File: src/rtl/format_decoder_wide_if.sv
// ============================================================================
// Module   : format_decoder_wide_if
// Brief    : Fetch-group input and decoded-group output bundle of the decoder
// Revision : 1.0 - initial release
// ============================================================================
`default_nettype none

interface format_decoder_wide_if #(
    parameter int NUM_LANES               = 4,
    parameter int addressWidth            = 64,
    parameter int instructionWidth        = 32,
    parameter int PidSize                 = 20,
    parameter int TidSize                 = 16,
    parameter int instructionCounterWidth = 64,
    parameter int opcodeSize              = 6,
    parameter int formatWidth             = 25
);
    logic                                         enable_i;
    logic [NUM_LANES-1:0]                         laneValid_i;
    logic [NUM_LANES*instructionWidth-1:0]        instruction_i;
    logic [addressWidth-1:0]                      instructionAddress_i;
    logic [PidSize-1:0]                           instructionPid_i;
    logic [TidSize-1:0]                           instructionTid_i;
    logic [instructionCounterWidth-1:0]           instructionMajId_i;
    logic                                         flush_i;
    logic                                         stall_i;
    logic                                         ready_o;
    logic                                         outputEnable_o;
    logic [NUM_LANES-1:0]                         laneValid_o;
    logic [NUM_LANES*formatWidth-1:0]             instFormat_o;
    logic [NUM_LANES*opcodeSize-1:0]              instOpcode_o;
    logic [NUM_LANES-1:0]                         illegal_o;
    logic [NUM_LANES*instructionWidth-1:0]        instruction_o;
    logic [NUM_LANES*addressWidth-1:0]            instructionAddress_o;
    logic [PidSize-1:0]                           instructionPid_o;
    logic [TidSize-1:0]                           instructionTid_o;
    logic [NUM_LANES*instructionCounterWidth-1:0] instructionMajId_o;

    modport slave (
        input  enable_i, laneValid_i, instruction_i, instructionAddress_i,
               instructionPid_i, instructionTid_i, instructionMajId_i,
               flush_i, stall_i,
        output ready_o, outputEnable_o, laneValid_o, instFormat_o, instOpcode_o,
               illegal_o, instruction_o, instructionAddress_o, instructionPid_o,
               instructionTid_o, instructionMajId_o
    );

    modport master (
        output enable_i, laneValid_i, instruction_i, instructionAddress_i,
               instructionPid_i, instructionTid_i, instructionMajId_i,
               flush_i, stall_i,
        input  ready_o, outputEnable_o, laneValid_o, instFormat_o, instOpcode_o,
               illegal_o, instruction_o, instructionAddress_o, instructionPid_o,
               instructionTid_o, instructionMajId_o
    );
endinterface

`default_nettype wire

File: src/rtl/format_decoder_wide.sv
// ============================================================================
// Module   : format_decoder_wide
// Brief    : NUM_LANES-wide stage-1 format decoder feeding a DEPTH-entry queue
// Revision : 1.0 - initial release
// ============================================================================
`default_nettype none

module format_decoder_wide #(
    parameter int NUM_LANES               = 4,
    parameter int DEPTH                   = 2,
    parameter int addressWidth            = 64,
    parameter int instructionWidth        = 32,
    parameter int PidSize                 = 20,
    parameter int TidSize                 = 16,
    parameter int instructionCounterWidth = 64,
    parameter int opcodeSize              = 6,
    parameter int formatWidth             = 25
) (
    input  logic                 clock_i,
    input  logic                 reset_i,
    format_decoder_wide_if.slave bus
);
    localparam int c_PTR_W = $clog2(DEPTH);
    localparam int c_CNT_W = $clog2(DEPTH + 1);

    localparam int c_FMT_A   = 0;
    localparam int c_FMT_B   = 1;
    localparam int c_FMT_D   = 2;
    localparam int c_FMT_DQ  = 3;
    localparam int c_FMT_DS  = 4;
    localparam int c_FMT_DX  = 5;
    localparam int c_FMT_I   = 6;
    localparam int c_FMT_M   = 7;
    localparam int c_FMT_MD  = 8;
    localparam int c_FMT_MDS = 9;
    localparam int c_FMT_SC  = 10;
    localparam int c_FMT_VA  = 11;
    localparam int c_FMT_VC  = 12;
    localparam int c_FMT_VX  = 13;
    localparam int c_FMT_X   = 14;
    localparam int c_FMT_XFL = 15;
    localparam int c_FMT_XFX = 16;
    localparam int c_FMT_XL  = 17;
    localparam int c_FMT_XO  = 18;
    localparam int c_FMT_XS  = 19;
    localparam int c_FMT_XX2 = 20;
    localparam int c_FMT_XX3 = 21;
    localparam int c_FMT_XX4 = 22;
    localparam int c_FMT_Z22 = 23;
    localparam int c_FMT_Z23 = 24;

    // Primary-opcode table; opcodes shared by several formats return the OR.
    function automatic logic [formatWidth-1:0] fmt_lookup(input logic [opcodeSize-1:0] opc);
        logic [formatWidth-1:0] f;
        f = '0;
        case (opc) inside
            6'd2, 6'd3, 6'd7, 6'd8, 6'd10, 6'd11, 6'd12, 6'd13, 6'd14, 6'd15,
            [6'd24:6'd29], [6'd32:6'd55]:  f[c_FMT_D] = 1'b1;
            6'd4:  begin f[c_FMT_VA] = 1'b1; f[c_FMT_VC] = 1'b1; f[c_FMT_VX] = 1'b1; end
            6'd16: f[c_FMT_B]  = 1'b1;
            6'd17: f[c_FMT_SC] = 1'b1;
            6'd18: f[c_FMT_I]  = 1'b1;
            6'd19: begin f[c_FMT_XL] = 1'b1; f[c_FMT_DX] = 1'b1; end
            6'd20, 6'd21, 6'd23: f[c_FMT_M] = 1'b1;
            6'd30: begin f[c_FMT_MD] = 1'b1; f[c_FMT_MDS] = 1'b1; end
            6'd31: begin
                f[c_FMT_X]  = 1'b1; f[c_FMT_XO] = 1'b1;
                f[c_FMT_XFX] = 1'b1; f[c_FMT_XS] = 1'b1;
            end
            6'd56: f[c_FMT_DQ] = 1'b1;
            6'd57, 6'd58, 6'd62: f[c_FMT_DS] = 1'b1;
            6'd59: begin
                f[c_FMT_A] = 1'b1; f[c_FMT_X] = 1'b1;
                f[c_FMT_Z22] = 1'b1; f[c_FMT_Z23] = 1'b1;
            end
            6'd60: begin f[c_FMT_XX2] = 1'b1; f[c_FMT_XX3] = 1'b1; f[c_FMT_XX4] = 1'b1; end
            6'd61: begin f[c_FMT_DQ] = 1'b1; f[c_FMT_DS] = 1'b1; end
            6'd63: begin
                f[c_FMT_A] = 1'b1; f[c_FMT_X] = 1'b1; f[c_FMT_XFL] = 1'b1;
                f[c_FMT_Z22] = 1'b1; f[c_FMT_Z23] = 1'b1;
            end
            default: f = '0;
        endcase
        return f;
    endfunction

    wire [NUM_LANES*formatWidth-1:0]             dec_fmt;
    wire [NUM_LANES*opcodeSize-1:0]              dec_opc;
    wire [NUM_LANES-1:0]                         dec_ill;
    wire [NUM_LANES*instructionWidth-1:0]        dec_ins;
    wire [NUM_LANES*addressWidth-1:0]            dec_addr;
    wire [NUM_LANES*instructionCounterWidth-1:0] dec_maj;

    for (genvar k = 0; k < NUM_LANES; k++) begin : g_lane
        wire                        lane_v = bus.laneValid_i[k];
        wire [instructionWidth-1:0] inst   = bus.instruction_i[k*instructionWidth +: instructionWidth];
        // IBM bit numbering: instruction bits 0:5 are the most significant bits.
        wire [opcodeSize-1:0]       opc    = inst[instructionWidth-1 -: opcodeSize];
        wire [formatWidth-1:0]      fmt    = fmt_lookup(opc);

        assign dec_fmt[k*formatWidth +: formatWidth]           = lane_v ? fmt : '0;
        assign dec_opc[k*opcodeSize +: opcodeSize]             = lane_v ? opc : '0;
        assign dec_ill[k]                                      = lane_v && (fmt == '0);
        assign dec_ins[k*instructionWidth +: instructionWidth] = lane_v ? inst : '0;
        assign dec_addr[k*addressWidth +: addressWidth] =
            lane_v ? (bus.instructionAddress_i + addressWidth'(4 * k)) : '0;
        assign dec_maj[k*instructionCounterWidth +: instructionCounterWidth] =
            lane_v ? (bus.instructionMajId_i + instructionCounterWidth'(k)) : '0;
    end

    logic [c_PTR_W-1:0] wr_ptr_q, wr_ptr_d;
    logic [c_PTR_W-1:0] rd_ptr_q, rd_ptr_d;
    logic [c_CNT_W-1:0] count_q, count_d;
    logic               ready;
    logic               out_valid;
    logic               push;
    logic               pop;

    assign ready     = (count_q != c_CNT_W'(DEPTH));
    assign out_valid = (count_q != '0);
    assign push      = bus.enable_i && ready && !bus.flush_i;
    assign pop       = out_valid && !bus.stall_i && !bus.flush_i;

    always_comb begin
        wr_ptr_d = wr_ptr_q;
        rd_ptr_d = rd_ptr_q;
        count_d  = count_q;
        if (bus.flush_i) begin
            wr_ptr_d = '0;
            rd_ptr_d = '0;
            count_d  = '0;
        end else begin
            if (push) wr_ptr_d = wr_ptr_q + c_PTR_W'(1);
            if (pop)  rd_ptr_d = rd_ptr_q + c_PTR_W'(1);
            if (push && !pop)      count_d = count_q + c_CNT_W'(1);
            else if (pop && !push) count_d = count_q - c_CNT_W'(1);
        end
    end

    always_ff @(posedge clock_i or negedge reset_i) begin
        if (!reset_i) begin
            wr_ptr_q <= '0;
            rd_ptr_q <= '0;
            count_q  <= '0;
        end else begin
            wr_ptr_q <= wr_ptr_d;
            rd_ptr_q <= rd_ptr_d;
            count_q  <= count_d;
        end
    end

    logic [NUM_LANES-1:0]                         mem_lv_q   [DEPTH];
    logic [NUM_LANES*formatWidth-1:0]             mem_fmt_q  [DEPTH];
    logic [NUM_LANES*opcodeSize-1:0]              mem_opc_q  [DEPTH];
    logic [NUM_LANES-1:0]                         mem_ill_q  [DEPTH];
    logic [NUM_LANES*instructionWidth-1:0]        mem_ins_q  [DEPTH];
    logic [NUM_LANES*addressWidth-1:0]            mem_addr_q [DEPTH];
    logic [NUM_LANES*instructionCounterWidth-1:0] mem_maj_q  [DEPTH];
    logic [PidSize-1:0]                           mem_pid_q  [DEPTH];
    logic [TidSize-1:0]                           mem_tid_q  [DEPTH];

    // Payload storage needs no reset: outputs are masked whenever the queue is empty.
    always_ff @(posedge clock_i) begin
        if (push) begin
            mem_lv_q[wr_ptr_q]   <= bus.laneValid_i;
            mem_fmt_q[wr_ptr_q]  <= dec_fmt;
            mem_opc_q[wr_ptr_q]  <= dec_opc;
            mem_ill_q[wr_ptr_q]  <= dec_ill;
            mem_ins_q[wr_ptr_q]  <= dec_ins;
            mem_addr_q[wr_ptr_q] <= dec_addr;
            mem_maj_q[wr_ptr_q]  <= dec_maj;
            mem_pid_q[wr_ptr_q]  <= bus.instructionPid_i;
            mem_tid_q[wr_ptr_q]  <= bus.instructionTid_i;
        end
    end

    assign bus.ready_o              = ready;
    assign bus.outputEnable_o       = out_valid;
    assign bus.laneValid_o          = out_valid ? mem_lv_q[rd_ptr_q]   : '0;
    assign bus.instFormat_o         = out_valid ? mem_fmt_q[rd_ptr_q]  : '0;
    assign bus.instOpcode_o         = out_valid ? mem_opc_q[rd_ptr_q]  : '0;
    assign bus.illegal_o            = out_valid ? mem_ill_q[rd_ptr_q]  : '0;
    assign bus.instruction_o        = out_valid ? mem_ins_q[rd_ptr_q]  : '0;
    assign bus.instructionAddress_o = out_valid ? mem_addr_q[rd_ptr_q] : '0;
    assign bus.instructionMajId_o   = out_valid ? mem_maj_q[rd_ptr_q]  : '0;
    assign bus.instructionPid_o     = out_valid ? mem_pid_q[rd_ptr_q]  : '0;
    assign bus.instructionTid_o     = out_valid ? mem_tid_q[rd_ptr_q]  : '0;
endmodule

`default_nettype wire
File: src/flat_wrapper.sv
// flat-port wrapper written by rule: the top's interface ports become plain ports
module format_decoder_wide_flat 
#(
    parameter int NUM_LANES               = 4,
    parameter int DEPTH                   = 2,
    parameter int addressWidth            = 64,
    parameter int instructionWidth        = 32,
    parameter int PidSize                 = 20,
    parameter int TidSize                 = 16,
    parameter int instructionCounterWidth = 64,
    parameter int opcodeSize              = 6,
    parameter int formatWidth             = 25
)
  (clock_i, reset_i, bus_enable_i, bus_laneValid_i, bus_instruction_i, bus_instructionAddress_i, bus_instructionPid_i, bus_instructionTid_i, bus_instructionMajId_i, bus_flush_i, bus_stall_i, bus_ready_o, bus_outputEnable_o, bus_laneValid_o, bus_instFormat_o, bus_instOpcode_o, bus_illegal_o, bus_instruction_o, bus_instructionAddress_o, bus_instructionPid_o, bus_instructionTid_o, bus_instructionMajId_o);
  format_decoder_wide_if #(.NUM_LANES(NUM_LANES), .addressWidth(addressWidth), .instructionWidth(instructionWidth), .PidSize(PidSize), .TidSize(TidSize), .instructionCounterWidth(instructionCounterWidth), .opcodeSize(opcodeSize), .formatWidth(formatWidth)) bus_i ();
  input  logic clock_i;
  input  logic reset_i;
  input wire logic [$bits(bus_i.enable_i)-1:0] bus_enable_i;
  input wire logic [$bits(bus_i.laneValid_i)-1:0] bus_laneValid_i;
  input wire logic [$bits(bus_i.instruction_i)-1:0] bus_instruction_i;
  input wire logic [$bits(bus_i.instructionAddress_i)-1:0] bus_instructionAddress_i;
  input wire logic [$bits(bus_i.instructionPid_i)-1:0] bus_instructionPid_i;
  input wire logic [$bits(bus_i.instructionTid_i)-1:0] bus_instructionTid_i;
  input wire logic [$bits(bus_i.instructionMajId_i)-1:0] bus_instructionMajId_i;
  input wire logic [$bits(bus_i.flush_i)-1:0] bus_flush_i;
  input wire logic [$bits(bus_i.stall_i)-1:0] bus_stall_i;
  output wire logic [$bits(bus_i.ready_o)-1:0] bus_ready_o;
  output wire logic [$bits(bus_i.outputEnable_o)-1:0] bus_outputEnable_o;
  output wire logic [$bits(bus_i.laneValid_o)-1:0] bus_laneValid_o;
  output wire logic [$bits(bus_i.instFormat_o)-1:0] bus_instFormat_o;
  output wire logic [$bits(bus_i.instOpcode_o)-1:0] bus_instOpcode_o;
  output wire logic [$bits(bus_i.illegal_o)-1:0] bus_illegal_o;
  output wire logic [$bits(bus_i.instruction_o)-1:0] bus_instruction_o;
  output wire logic [$bits(bus_i.instructionAddress_o)-1:0] bus_instructionAddress_o;
  output wire logic [$bits(bus_i.instructionPid_o)-1:0] bus_instructionPid_o;
  output wire logic [$bits(bus_i.instructionTid_o)-1:0] bus_instructionTid_o;
  output wire logic [$bits(bus_i.instructionMajId_o)-1:0] bus_instructionMajId_o;
  assign bus_i.enable_i = bus_enable_i;
  assign bus_i.laneValid_i = bus_laneValid_i;
  assign bus_i.instruction_i = bus_instruction_i;
  assign bus_i.instructionAddress_i = bus_instructionAddress_i;
  assign bus_i.instructionPid_i = bus_instructionPid_i;
  assign bus_i.instructionTid_i = bus_instructionTid_i;
  assign bus_i.instructionMajId_i = bus_instructionMajId_i;
  assign bus_i.flush_i = bus_flush_i;
  assign bus_i.stall_i = bus_stall_i;
  assign bus_ready_o = bus_i.ready_o;
  assign bus_outputEnable_o = bus_i.outputEnable_o;
  assign bus_laneValid_o = bus_i.laneValid_o;
  assign bus_instFormat_o = bus_i.instFormat_o;
  assign bus_instOpcode_o = bus_i.instOpcode_o;
  assign bus_illegal_o = bus_i.illegal_o;
  assign bus_instruction_o = bus_i.instruction_o;
  assign bus_instructionAddress_o = bus_i.instructionAddress_o;
  assign bus_instructionPid_o = bus_i.instructionPid_o;
  assign bus_instructionTid_o = bus_i.instructionTid_o;
  assign bus_instructionMajId_o = bus_i.instructionMajId_o;
  format_decoder_wide #(.NUM_LANES(NUM_LANES), .DEPTH(DEPTH), .addressWidth(addressWidth), .instructionWidth(instructionWidth), .PidSize(PidSize), .TidSize(TidSize), .instructionCounterWidth(instructionCounterWidth), .opcodeSize(opcodeSize), .formatWidth(formatWidth)) u_core (.clock_i(clock_i), .reset_i(reset_i), .bus(bus_i));
endmodule
File: config.mk
export PLATFORM = sky130hd
export DESIGN_NAME = format_decoder_wide_flat
export DESIGN_NICKNAME = d
export VERILOG_FILES = /design/src/rtl/format_decoder_wide_if.sv /design/src/rtl/format_decoder_wide.sv /design/src/flat_wrapper.sv
export SDC_FILE = /design/constraint.sdc
export NUM_CORES = 2
export LEC_CHECK = 0
export CAP_MARGIN = 5
export CORE_MARGIN = 1.5
export CORE_UTILIZATION = 35
export CTS_CLUSTER_DIAMETER = 60
export CTS_CLUSTER_SIZE = 20
export DETAILED_ROUTE_END_ITERATION = 7
export HOLD_SLACK_MARGIN = 0.12
export PLACE_DENSITY_LB_ADDON = 0.3
export SYNTH_ARGS = -nofsm -noshare
export SYNTH_HDL_FRONTEND = slang
export SYNTH_SLANG_ARGS = --single-unit
File: constraint.sdc
create_clock -name clock_i -period 149.3 [get_ports clock_i]
set_clock_uncertainty 0.15 [all_clocks]
set_input_delay 29.86 -clock clock_i [delete_from_list [all_inputs] [get_ports clock_i]]
set_output_delay 29.86 -clock clock_i [all_outputs]
set_load 0.005 [all_outputs]
==> results.toml <==
[outcome]
outcome = "complete, no violations"

[clock_network]
clk_path_buf_depth = 3
cts_resized = 0
cts_setup_buffers = 0
cts_buffers = 118
path_clk_slew_ns = 0.08
cts-root-buf = "clkbuf_16"
hold_buffers = 0
clk_latency_ns = 0.76
cts_sinks = 1492
cts_tree = "done"
htreeDepth = 3

[setup_path]
arrival_ns = 5.73
critPathMostFrequentCell = "buf_4"
worst-path-max-fanout = 135
critPathSlowestCell = "buf_4"
critPathRequiredTime_ns = 119.29
cp.depth = 6
crit_chain = "buf_4 -> buf_12 -> buf_4 -> mux2i_1 -> nor2_1 -> clkdlybuf4s50_1"
crit_type = "flop to output port"
startpoint_type = "flop"
critPathCaptureType = "output port"
cp_top_family = "buffers and inverters"
crit_path_max_incr_delay_ns = 0.92
path_buf_inv = 4
ff2ff_path_depth = 8

[timing]
min_period_ns = 35.74
setup_violations = 0
hold_viol_final = 0
max_slew.worst_pin.slew_ns = 1.21
relSlewSlack_pct = 19.2
max_freq_mhz = 28.0
rsz0062_at_grt = "false"
period_share_pct = 23.9
tns_ns = 0
setup_ws_ns = 113.56
drv_slew = 0
hold_ws_ns = 0.450

[pwr]
p_leak_uw = 0.0270
power.total_uw = 957
power_density_nw_per_um2 = 11.2
ir_drop_mv = 0.00927

[placed_design]
dp_slack_ns = 114.10
hpwl_um = 173000
port-buffer-count = 1110
gp_congestion = 0.903
postPlaceCellArea_um2 = 81400

[global_route]
grt_pass1_wl_um = 335000
overflow = 0
grt_start_max_net_pins = 193
grt.total_usage_pct = 23.4
antenna_found_initial = 27
grt_pass1_vias = 45300

[final_layout]
drive_gt1_share_pct = 5.70
stdcell_area_um2 = 85500
final_nets = 6527
syn2layout_area_growth_pct = 24.9

[logic_synthesis]
synth_xor_xnor_area_share_pct = 2.79
synthesis.nets = 5646
synth-seq-cells = 1492
syn-cell-area_um2 = 68400
synth-edff-count = 1488
yosys_warnings = 0
async_reset_ff_share_pct = 0.268
muxShareOfSynthArea_pct = 11.1
synthCells = 5337
synth_top_family_by_area = "simple AND/OR/NAND/NOR gates"
synth_compound_area_share_pct = 2.37
yosys.area_share.adder_pct = 0.146
synth-simple-area-share_pct = 15.0
avgSynthCellArea_um2 = 12.8
yosysSeqAreaShare_pct = 65.5
ys_types = 70
synth-main-ff-cell = "edfxtp_1"

[drt]
first_pass_iters = 8
wirelength_um = 244000
antenna_left = 0
via_per_inst = 5.35
drtIter0Drc = 5399
avgRoutedWirePerCell_um = 27.5
num_vias = 47400
drc_errors = 0

[run]
timing.max_cap.violations = 0

[die]
die_h_um = 445
core_area_um2 = 195000
ios = 1111
start_util_pct = 35.2
die_width_um = 445
rows = 162
dieArea_um2 = 198000

[worst_hold_path]
hold_depth = 2
hold_class = "flop to flop"
## metrics by stage
stage          util [%]  cells
2_1_floorplan         -   5337
3_3_place_gp       41.8   8640
3_5_place_dp       41.8   8640
4_1_cts            43.9   8856
5_1_grt            43.9   8863
6_report           43.9   8866
## Yosys cell counts, drive strengths merged, types with 3 or more instances
library cell | number | area (um^2)
or4 | 25 | 195
clkbuf | 238 | 955
o21a | 4 | 30.0
a21o | 3 | 22.5
and2 | 261 | 1630
xnor2 | 75 | 657
dfrtp | 4 | 100
o31ai | 19 | 143
or2 | 8 | 50.1
nor3b | 4 | 30.0
inv | 24 | 90.1
or3 | 105 | 661
a21oi | 133 | 666
nand2b | 29 | 181
nand3 | 114 | 586
nand3b | 3 | 22.5
clkinv | 3 | 12.5
a31oi | 3 | 18.8
ha | 8 | 100
mux2i | 756 | 7570
o21ai | 112 | 561
and3 | 15 | 93.8
o21bai | 4 | 30.0
nor2 | 1091 | 4100
nor4 | 56 | 518
and4 | 10 | 88.8
or3b | 5 | 46.3
nor3 | 72 | 407
nor2b | 10 | 62.6
buf | 199 | 1110
edfxtp | 1488 | 44700
nand4 | 137 | 948
o22ai | 4 | 25.0
xor2 | 143 | 1250
nand2 | 149 | 559
## layout make-up
class,instances,area [um^2]
Antenna cell,10,25.0
Clock inverter,90,1060
Fill cell,17900,109000
Inverter,27,111
Tap cell,2542,3180
Timing Repair Buffer,1200,11800
Sequential cell,1492,44800
Clock buffer,126,3000
Multi-Input combinational cell,3379,21500
## metal layers
layer  GRT usage [%]  vias up  wire, um
met5               0        -       120
li1                -    21000         -
met1            29.8    23800     96500
met4            11.7       16     12300
met2            38.6     2139    117000
met3            4.06      404     17900
## where the power goes
| group | switching [uW] | total (uW) | internal (uW) |
|---|---|---|---|
| combinational | 80.1 | 138 | 58.2 |
| sequential | 4.45 | 485 | 480 |
| clock | 167 | 334 | 167 |
| total | 252 | 957 | 705 |
## sequential cells by signal (all words and copies together), names as in the netlist, 8 cells and up
name,count
u_core.mem_pid_q,40
u_core.mem_ill_q,8
u_core.mem_tid_q,32
u_core.mem_fmt_q,120
u_core.mem_maj_q,512
u_core.mem_addr_q,512
u_core.mem_lv_q,8
u_core.mem_ins_q,254
## path summary, 6_finish.rpt
| path | from | end | slack [ns] |
|---|---|---|---|
| worst min register to register | u_core.wr_ptr_q$_DFFE_PN0P_ | u_core.wr_ptr_q$_DFFE_PN0P_ | 0.45 |
| worst min-delay path | u_core.wr_ptr_q$_DFFE_PN0P_ | u_core.wr_ptr_q$_DFFE_PN0P_ | 0.45 |
| worst max-delay path | u_core.rd_ptr_q$_DFFE_PN0P_ | bus_instFormat_o[48] | 113.56 |
| max in group asynchronous | reset_i | u_core.rd_ptr_q$_DFFE_PN0P_ | 119.30 |
| worst max register to register | u_core.count_q[0]$_DFFE_PN0P_ | u_core.mem_ins_q[1][22]$_DFFE_PP_ | 143.85 |
| min in group asynchronous | reset_i | u_core.count_q[1]$_DFFE_PN0P_ | 29.30 |
## kinds of logic after synthesis
family,Yosys count
and+or+nand+nor,2100
xor gates and xnor gates,218
muxes,756
buffers and inverters,466
adders and majority gates,8
DFF,1492
AOI/OAI and AO/OA,297
## cells in the final DEF, fill, tap and decap left out, drive strengths merged, types with 114 or more instances in the layout
| cell | synthesis | routed |
|---|---|---|
| and2 | 261 | 261 |
| nand4 | 137 | 137 |
| a21oi | 133 | 133 |
| xor2 | 143 | 143 |
| edfxtp | 1488 | 1488 |
| nand2 | 149 | 149 |
| mux2i | 756 | 756 |
| nand3 | 114 | 114 |
| nor2 | 1091 | 1091 |
| clkdlybuf4s50 | 0 | 1106 |
| clkbuf | 238 | 126 |
## worst min-delay path: cells and delay by family (launching register included)
kind,cells,cell delay (ns)
DFF,1,0.40
and+or+nand+nor,1,0.08
xor gates and xnor gates,1,0.09
Note: power is estimated with default switching activity, not from simulation.
